<file path="src/rtl/uart_alu_pkg.sv">
// Shared types and defaults for the UART/ALU command controller.
package uart_alu_pkg;

  localparam int DBIT_DEF        = 8;
  localparam int NB_OP_DEF       = 6;
  localparam int TIMEOUT_CYC_DEF = 1000000;

  typedef enum logic [2:0] {
    WAIT_A  = 3'd0,
    WAIT_B  = 3'd1,
    WAIT_OP = 3'd2,
    EXEC    = 3'd3,
    SEND    = 3'd4,
    WAIT_TX = 3'd5
  } state_e;

  // Counter must hold 0..cyc-1; never narrower than one bit.
  function automatic int cnt_width(input int cyc);
    return (cyc > 2) ? $clog2(cyc) : 1;
  endfunction

  localparam int TO_CNT_W_DEF = cnt_width(TIMEOUT_CYC_DEF);

endpackage

</file>
<file path="src/rtl/uart_alu_intf_timeout_cnt.sv">
// Inter-byte timeout counter; only present when UART_INTF_TIMEOUT_EN is defined.
`ifdef UART_INTF_TIMEOUT_EN
module intf_timeout_cnt
  import uart_alu_pkg::*;
#(
  parameter int TIMEOUT_CYC = TIMEOUT_CYC_DEF
) (
  input  logic i_clk,
  input  logic i_reset_n,
  input  logic i_clear,
  input  logic i_enable,
  output logic o_expired
);

  localparam int CNT_W = cnt_width(TIMEOUT_CYC);
  localparam logic [CNT_W-1:0] LAST = CNT_W'(TIMEOUT_CYC - 1);

  logic [CNT_W-1:0] cnt_q, cnt_d;

  always_comb begin
    cnt_d = cnt_q;
    if (i_clear)
      cnt_d = '0;
    else if (i_enable && (cnt_q != LAST))
      cnt_d = cnt_q + CNT_W'(1);
  end

  always_ff @(posedge i_clk or negedge i_reset_n) begin
    if (!i_reset_n) cnt_q <= '0;
    else            cnt_q <= cnt_d;
  end

  // A clear means a byte arrived this cycle, which always beats expiry.
  assign o_expired = i_enable && !i_clear && (cnt_q == LAST);

endmodule
`endif

</file>
<file path="src/rtl/uart_alu_intf.sv">
// Collects A, B, opcode bytes from uart_rx, runs the ALU and sends the result byte.
// Optional inter-byte timeout enabled by defining UART_INTF_TIMEOUT_EN.
module uart_alu_intf
  import uart_alu_pkg::*;
#(
  parameter int DBIT        = DBIT_DEF,
  parameter int NB_OP       = NB_OP_DEF,
  parameter int TIMEOUT_CYC = TIMEOUT_CYC_DEF
) (
  input  logic             i_clk,
  input  logic             i_reset_n,
  input  logic             i_rx_done_tick,
  input  logic [DBIT-1:0]  i_rx_data,
  input  logic [DBIT-1:0]  i_alu_result,
  input  logic             i_tx_done_tick,
  output logic [DBIT-1:0]  o_alu_a,
  output logic [DBIT-1:0]  o_alu_b,
  output logic [NB_OP-1:0] o_alu_op,
  output logic             o_tx_start,
  output logic [DBIT-1:0]  o_tx_data,
  output logic             o_busy,
  output logic             o_overrun,
  output logic             o_timeout
);

  state_e           state_q, state_d;
  logic [DBIT-1:0]  a_q, a_d, b_q, b_d, tx_q, tx_d;
  logic [NB_OP-1:0] op_q, op_d;
  logic             to_expired;

`ifdef UART_INTF_TIMEOUT_EN
  logic to_clear, to_enable;

  assign to_clear  = i_rx_done_tick && ((state_q == WAIT_A) || (state_q == WAIT_B));
  assign to_enable = (state_q == WAIT_B) || (state_q == WAIT_OP);

  intf_timeout_cnt #(
    .TIMEOUT_CYC (TIMEOUT_CYC)
  ) u_timeout (
    .i_clk     (i_clk),
    .i_reset_n (i_reset_n),
    .i_clear   (to_clear),
    .i_enable  (to_enable),
    .o_expired (to_expired)
  );
`else
  assign to_expired = 1'b0;
`endif

  always_ff @(posedge i_clk or negedge i_reset_n) begin
    if (!i_reset_n) begin
      state_q <= WAIT_A;
      a_q     <= '0;
      b_q     <= '0;
      op_q    <= '0;
      tx_q    <= '0;
    end else begin
      state_q <= state_d;
      a_q     <= a_d;
      b_q     <= b_d;
      op_q    <= op_d;
      tx_q    <= tx_d;
    end
  end

  always_comb begin
    state_d    = state_q;
    a_d        = a_q;
    b_d        = b_q;
    op_d       = op_q;
    tx_d       = tx_q;
    o_tx_start = 1'b0;
    o_busy     = 1'b0;
    o_overrun  = 1'b0;
    o_timeout  = 1'b0;
    case (state_q)
      WAIT_A: begin
        if (i_rx_done_tick) begin
          a_d     = i_rx_data;
          state_d = WAIT_B;
        end
      end
      WAIT_B: begin
        if (i_rx_done_tick) begin
          b_d     = i_rx_data;
          state_d = WAIT_OP;
        end else if (to_expired) begin
          o_timeout = 1'b1;
          state_d   = WAIT_A;
        end
      end
      WAIT_OP: begin
        if (i_rx_done_tick) begin
          op_d    = i_rx_data[NB_OP-1:0];
          state_d = EXEC;
        end else if (to_expired) begin
          o_timeout = 1'b1;
          state_d   = WAIT_A;
        end
      end
      // Busy states: incoming bytes are dropped and flagged as overrun.
      EXEC: begin
        o_busy    = 1'b1;
        o_overrun = i_rx_done_tick;
        tx_d      = i_alu_result;
        state_d   = SEND;
      end
      SEND: begin
        o_busy     = 1'b1;
        o_overrun  = i_rx_done_tick;
        o_tx_start = 1'b1;
        state_d    = WAIT_TX;
      end
      WAIT_TX: begin
        o_busy    = 1'b1;
        o_overrun = i_rx_done_tick;
        if (i_tx_done_tick) state_d = WAIT_A;
      end
      default: state_d = WAIT_A;
    endcase
  end

  assign o_alu_a   = a_q;
  assign o_alu_b   = b_q;
  assign o_alu_op  = op_q;
  assign o_tx_data = tx_q;

endmodule
</file>
<file path="config.mk">
export PLATFORM = sky130hd
export DESIGN_NAME = uart_alu_intf
export DESIGN_NICKNAME = d
export VERILOG_FILES = /design/src/rtl/uart_alu_pkg.sv /design/src/rtl/uart_alu_intf_timeout_cnt.sv /design/src/rtl/uart_alu_intf.sv
export SDC_FILE = /design/constraint.sdc
export NUM_CORES = 1
export LEC_CHECK = 0
export BUFFER_PORTS_ARGS = -buffer_cell sky130_fd_sc_hd__buf_2
export CORE_UTILIZATION = 47
export DETAILED_ROUTE_END_ITERATION = 10
export PLACE_DENSITY = 0.84
export SYNTH_ARGS = -nofsm -noshare
export SYNTH_HDL_FRONTEND = slang
export SYNTH_SLANG_ARGS = --single-unit
</file>
<file path="constraint.sdc">
create_clock -name i_clk -period 1.8 [get_ports i_clk]
set_input_delay 0.09 -clock i_clk [delete_from_list [all_inputs] [get_ports i_clk]]
set_output_delay 0.09 -clock i_clk [all_outputs]
set_load 0.03 [all_outputs]
</file>
# --- After elaboration in Yosys (flattened, before gate mapping) ---
# Cells that the tools add are included.
word_totals:
  ff_bits: 33
  output_inout_bits: 34
  inputBits: 20
  word_cells: 28
op_classes:
  reduce_logical: 6
  eq_ne: 9
  n_mux: 8
op_table:
  columns: ["cell", "count"]
  rows:
  - ["3-bit one-hot mux with 6 select lines", 1]
  - ["3-bit two-way mux", 4]
  - ["2-bit != test, second input constant", 4]
  - ["3-bit by 2-bit == test with 1-bit output, second input constant", 2]
  - ["3-bit == test, second input constant", 2]
  - ["2-bit AND reduction", 3]
  - ["4-bit AND reduction", 1]
  - ["3-bit by 1-bit == test with 1-bit output, second input constant", 1]
  - ["3-bit logical NOT", 1]
  - ["1-bit two-way mux", 3]
  - ["3-bit OR reduction", 1]

# --- Depth between registers and ports, before layout ---
logic_depth:
  depth_word: 3
  mapped_depth: 4
  depth_no_buf: 2

# --- Worst setup path before layout ---
# OpenSTA, ideal clock, no wires.
synth_path:
  kind: "flip-flop to output port"
  from: "register state_q[2]"
  to: "output port o_overrun"
  path_slack_ns: 0.121
  stages_incl_launch_ff: 5
  t_required_ns: 1.710
  arrival_ns: 1.589
  cell_sequence: "dfrtp_1 -> buf_2 -> nand3b_1 -> buf_2 -> a21boi_0"
synth_via:
  elab_chain_len: 3
synth_rtl:
  columns: ["item", "line", "rtl"]
  rows:
  - ["from (decl)", "uart_alu_intf.sv:26", "state_e state_q, state_d;"]
  - ["from (signal assigned)", "uart_alu_intf.sv:58", "state_q <= state_d;"]
  - ["3-bit == test / 3-bit by 2-bit == test with 1-bit output (equally long branches)", "uart_alu_intf.sv:76", "case (state_q)"]
  - ["3-bit OR reduction (no line) *", null, null]
  - ["1-bit two-way mux *", "uart_alu_intf.sv:76", null]
  - ["to (decl)", "uart_alu_intf.sv:22", "output logic o_overrun,"]
# Mark *: on every way between the ends. The rest lies on a longest branch, timed or not.

# --- Worst setup path after layout ---
# Ends and elaborated chain as after synthesis.

==> PnR_summary.wiki <==
{| class="wikitable"
! Metric !! Value
|-
| Result of the run || finished, final reports clean
|-
| Final setup margin || roughly 0.16 ns
|-
| Type of the setup path with the least slack || flop to output port
|-
| Synthesized area per cell || 15.4 sq um
|-
| Top cell types by occurrence after synthesis || 33 x dfrtp_1, 30 x mux2_2, 4 x buf_2
|-
| Share of total power in the clock network || 10.8%
|-
| Unique masters post-synth || 18
|-
| Setup WS pre-CTS || 0.278 ns
|-
| Net switching power of the design || approximately 1.7 mW
|-
| Dominant cells by area after synthesis || dfrtp_1 61%, mux2_2 25%, nor4b_4 1.8%
|-
| Post-synth top flop || dfrtp_1
|-
| Fraction of layout cells with a size suffix above 1 || 63.6%
|-
| Placer congestion estimate || between 0.6 and 0.7
|-
| Required arrival time at the worst endpoint || between 1.5 and 2 ns
|-
| Total routing usage reported by global routing || roughly a fifth
|-
| WP data arrival || about 1.6 ns
|-
| Final setup viols || 0
|-
| Final critical delay including setup and external delays || about 1.6 ns
|-
| CTS Root Cell || clkbuf_4
|-
| Crit start category || flop
|-
| Critical path origin || state_q[2]
|-
| Port bufs || 52
|-
| Die Height || between 50 and 60 um
|-
| Hold violation count in the final report || 0
|-
| Max Fanout on Critical Path || 10
|-
| Setup clock skew after layout || between 0.006 and 0.007 ns
|-
| Maximum number of pins on one net before global-route repair || 34
|-
| Starting utilization of the core area || 49.6%
|-
| Sum of internal, switching and leakage power || 3.76 mW
|-
| Logic depth of the worst register-to-register path || 3
|-
| Share of the synthesized area in the top cell type || between 60% and 70%
|-
| RSZ-0062 raised after global routing || no
|-
| Area of the mapped netlist || roughly 0.0014 sq mm
|-
| Worst slew margin || approximately half
|-
| Area growth from synthesis to final layout || 29.9%
|-
| Warnings, synthesis || 0
|-
| Insertion delay of the later-clocked pin in the worst-skew pair || 0.31 ns
|-
| Worst setup EP type || output port
|-
| Final routed wirelength across all metal layers || 2.70 mm
|-
| Worst hold path stage count || 2
|-
| Final design area excluding fillers || ~0.0018 sq mm
|-
| Share of the yosys chip area belonging to registers || 60.9%
|-
| Total cell area at the placement stage || about 0.0016 sq mm
|-
| Initial antenna violation count || 0
|-
| Worst Hold Launch || i_alu_result[0]
|-
| Number of pins with negative max-slew slack in the final report || 0
|-
| Remaining antenna violation count after routing || 0
|-
| Wire length of the first global-routing pass || between 4 and 5 mm
|-
| Switching portion of total power || roughly 45%
|-
| DR pass1 iterations || 6
|-
| Final period utilization || 90.9%
|-
| Most repeated cell in the gate-level netlist after synthesis || dfrtp_1
|-
| Via density || 5.15
|-
| Share of synthesized registers carrying an async set or reset || between 90% and 100%
|-
| Core Rows || 19
|-
| Combinational share of power || roughly 53%
|-
| VDD IR max || 0.00134 V
|-
| Floorplan die width || roughly 56 um
|-
| Antenna Cells || 0
|-
| Clock buffers created by TritonCTS || 5
|-
| Total nets after synthesis || between 100 and 150
|-
| Synthesized flop and latch total || 33
|-
| Total via count after detailed routing || around 940
|-
| Power per unit of standard cell area || around 2100 mW/mm^2
|-
| CTS HTree Levels || 2
|-
| Pin slew with the least headroom to its limit || approximately 0.72 ns
|-
| Filler Cells Inserted || about 200
|-
| Cells after Synth || approximately 90
|-
| Via count of the first global-routing pass || 952
|-
| Wirelength per Cell || roughly 15 um
|-
| Max-cap violation count || 0
|-
| Detailed placement HPWL || ~1.8 mm
|-
| Number of synthesized flops with an enable pin || 0
|-
| Power share of the sequential group || 36.7%
|-
| Cell-internal power || between 2 and 2.5 mW
|-
| Final hold slack || 0.0144 ns
|-
| Critical R2R Launch || state_q[1]
|-
| Clk buf depth || 2
|-
| Worst Hold Class || input port to flop
|-
| CTS tree || built
|-
| Reg clk slew, reported paths || 0.09 ns
|-
| Global-route congestion overflow total || 0
|-
| Total Nets Final || between 150 and 200
|-
| Leakage || about 0.85 nW
|-
| Number of violations reported at the end of detailed-routing iteration 0 || 23
|-
| Clock net sink count || 33
|-
| Area leader, netlist || dfrtp_1
|-
| Area of the die || between 0.003 and 0.004 sq mm
|-
| Area of the placeable core || between 0.002 and 0.003 sq mm
|-
| # IOs || 54
|-
| Number of remaining DRC errors || 0
|-
| Timing-limited maximum frequency || between 0.6 and 0.7 GHz
|-
| Setup TNS || 0 ns
|}
## worst max-delay path, stage by stage, from the launching register on
cell	delay [ns]
dfrtp_1	0.50
nand3b_1	0.27
a21boi_0	0.23
buf_2	0.23
## logic make-up (layout without fill, tap and decap cells)
kind of cell / count (synthesis) / in the layout / synth area share [%]
AOI/OAI and AO/OA: 3 / 3 / 1.29
buffers and inverters: 7 / 70 / 3.69
other: 1 / 1 / 0.277
DFF: 33 / 33 / 60.9
muxes: 30 / 30 / 24.9
and+or+nand+nor: 14 / 14 / 8.86
## metal layers
layer	routed length [um]	GRT usage (%)	vias to the layer above
met5	0	0	-
met4	41	8.57	0
met3	90	4.65	4
met2	1430	31.0	20
met1	1140	23.2	480
li1	-	-	434
## through the flow
step,util [%],std cells
floorplan,-,88
detailed placement,59.7,167
global placement,59.7,167
finish,64.4,182
CTS,64.0,181
global route,64.4,182
## sequential cells by signal (all words and copies together), names as in the netlist
register and cells:
o_alu_b 8, o_alu_a 8, state_q 3, o_alu_op 6
o_tx_data 8
## area by class of cell
class                           count  area (sq um)  area share [%]
Timing Repair Buffer               63           355            20.2
Sequential cell                    33           826            46.9
Clock buffer                        7          55.1            3.13
Multi-Input combinational cell     48           485            27.6
Tap cell                           31          38.8            2.20
## final timing paths
| kind | end | slack, ns |
|---|---|---|
| max | o_overrun | 0.16 |
| min | o_tx_data[0] | 0.01 |
| max reg2reg | o_alu_b[2] | 0.29 |
| min reg2reg | o_alu_b[1] | 0.51 |
| max in group asynchronous | o_alu_op[2] | 0.98 |
| min in group asynchronous | o_tx_data[6] | 0.37 |
## timing repair
| action | CTS | global route |
|---|---|---|
| hold endpoints to repair | 36 | 1 |
| buffers inserted | 3 | 0 |
| resized for setup | 0 | 0 |
| setup endpoints to repair | 1 | 0 |
| hold buffers | 4 | 1 |
## layout by cell type (no fill, tap or decap)
cell type      synthesis  final
a21boi_0               1      1
a21oi_1                1      1
and2_1                 1      1
buf_2                  4     52
buf_4                  1      6
clkbuf_1               0      1
clkbuf_4               0      5
clkbuf_8               0      1
conb_1                 1      1
dfrtp_1               33     33
dlygate4sd3_1          0      5
mux2_2                30     30
nand2_1                1      1
nand2b_1               2      2
nand3b_1               2      2
nor3b_1                3      3
nor4b_1                1      1
nor4b_4                1      1
nor4bb_1               2      1
nor4bb_2               0      1
o21ai_0                1      1
or4_1                  1      1
## power groups by stage
stage | clock [mW] | sequential, mW | combinational (mW)
floorplan | 0 | 2.00 | 0.802
global placement | 0 | 1.36 | 1.90
detailed placement | 0 | 1.40 | 1.93
CTS | 0.423 | 1.38 | 1.97
global route | 0.445 | 1.44 | 2.08
finish | 0.405 | 1.38 | 1.98
Power figures use the tool's default switching activity.
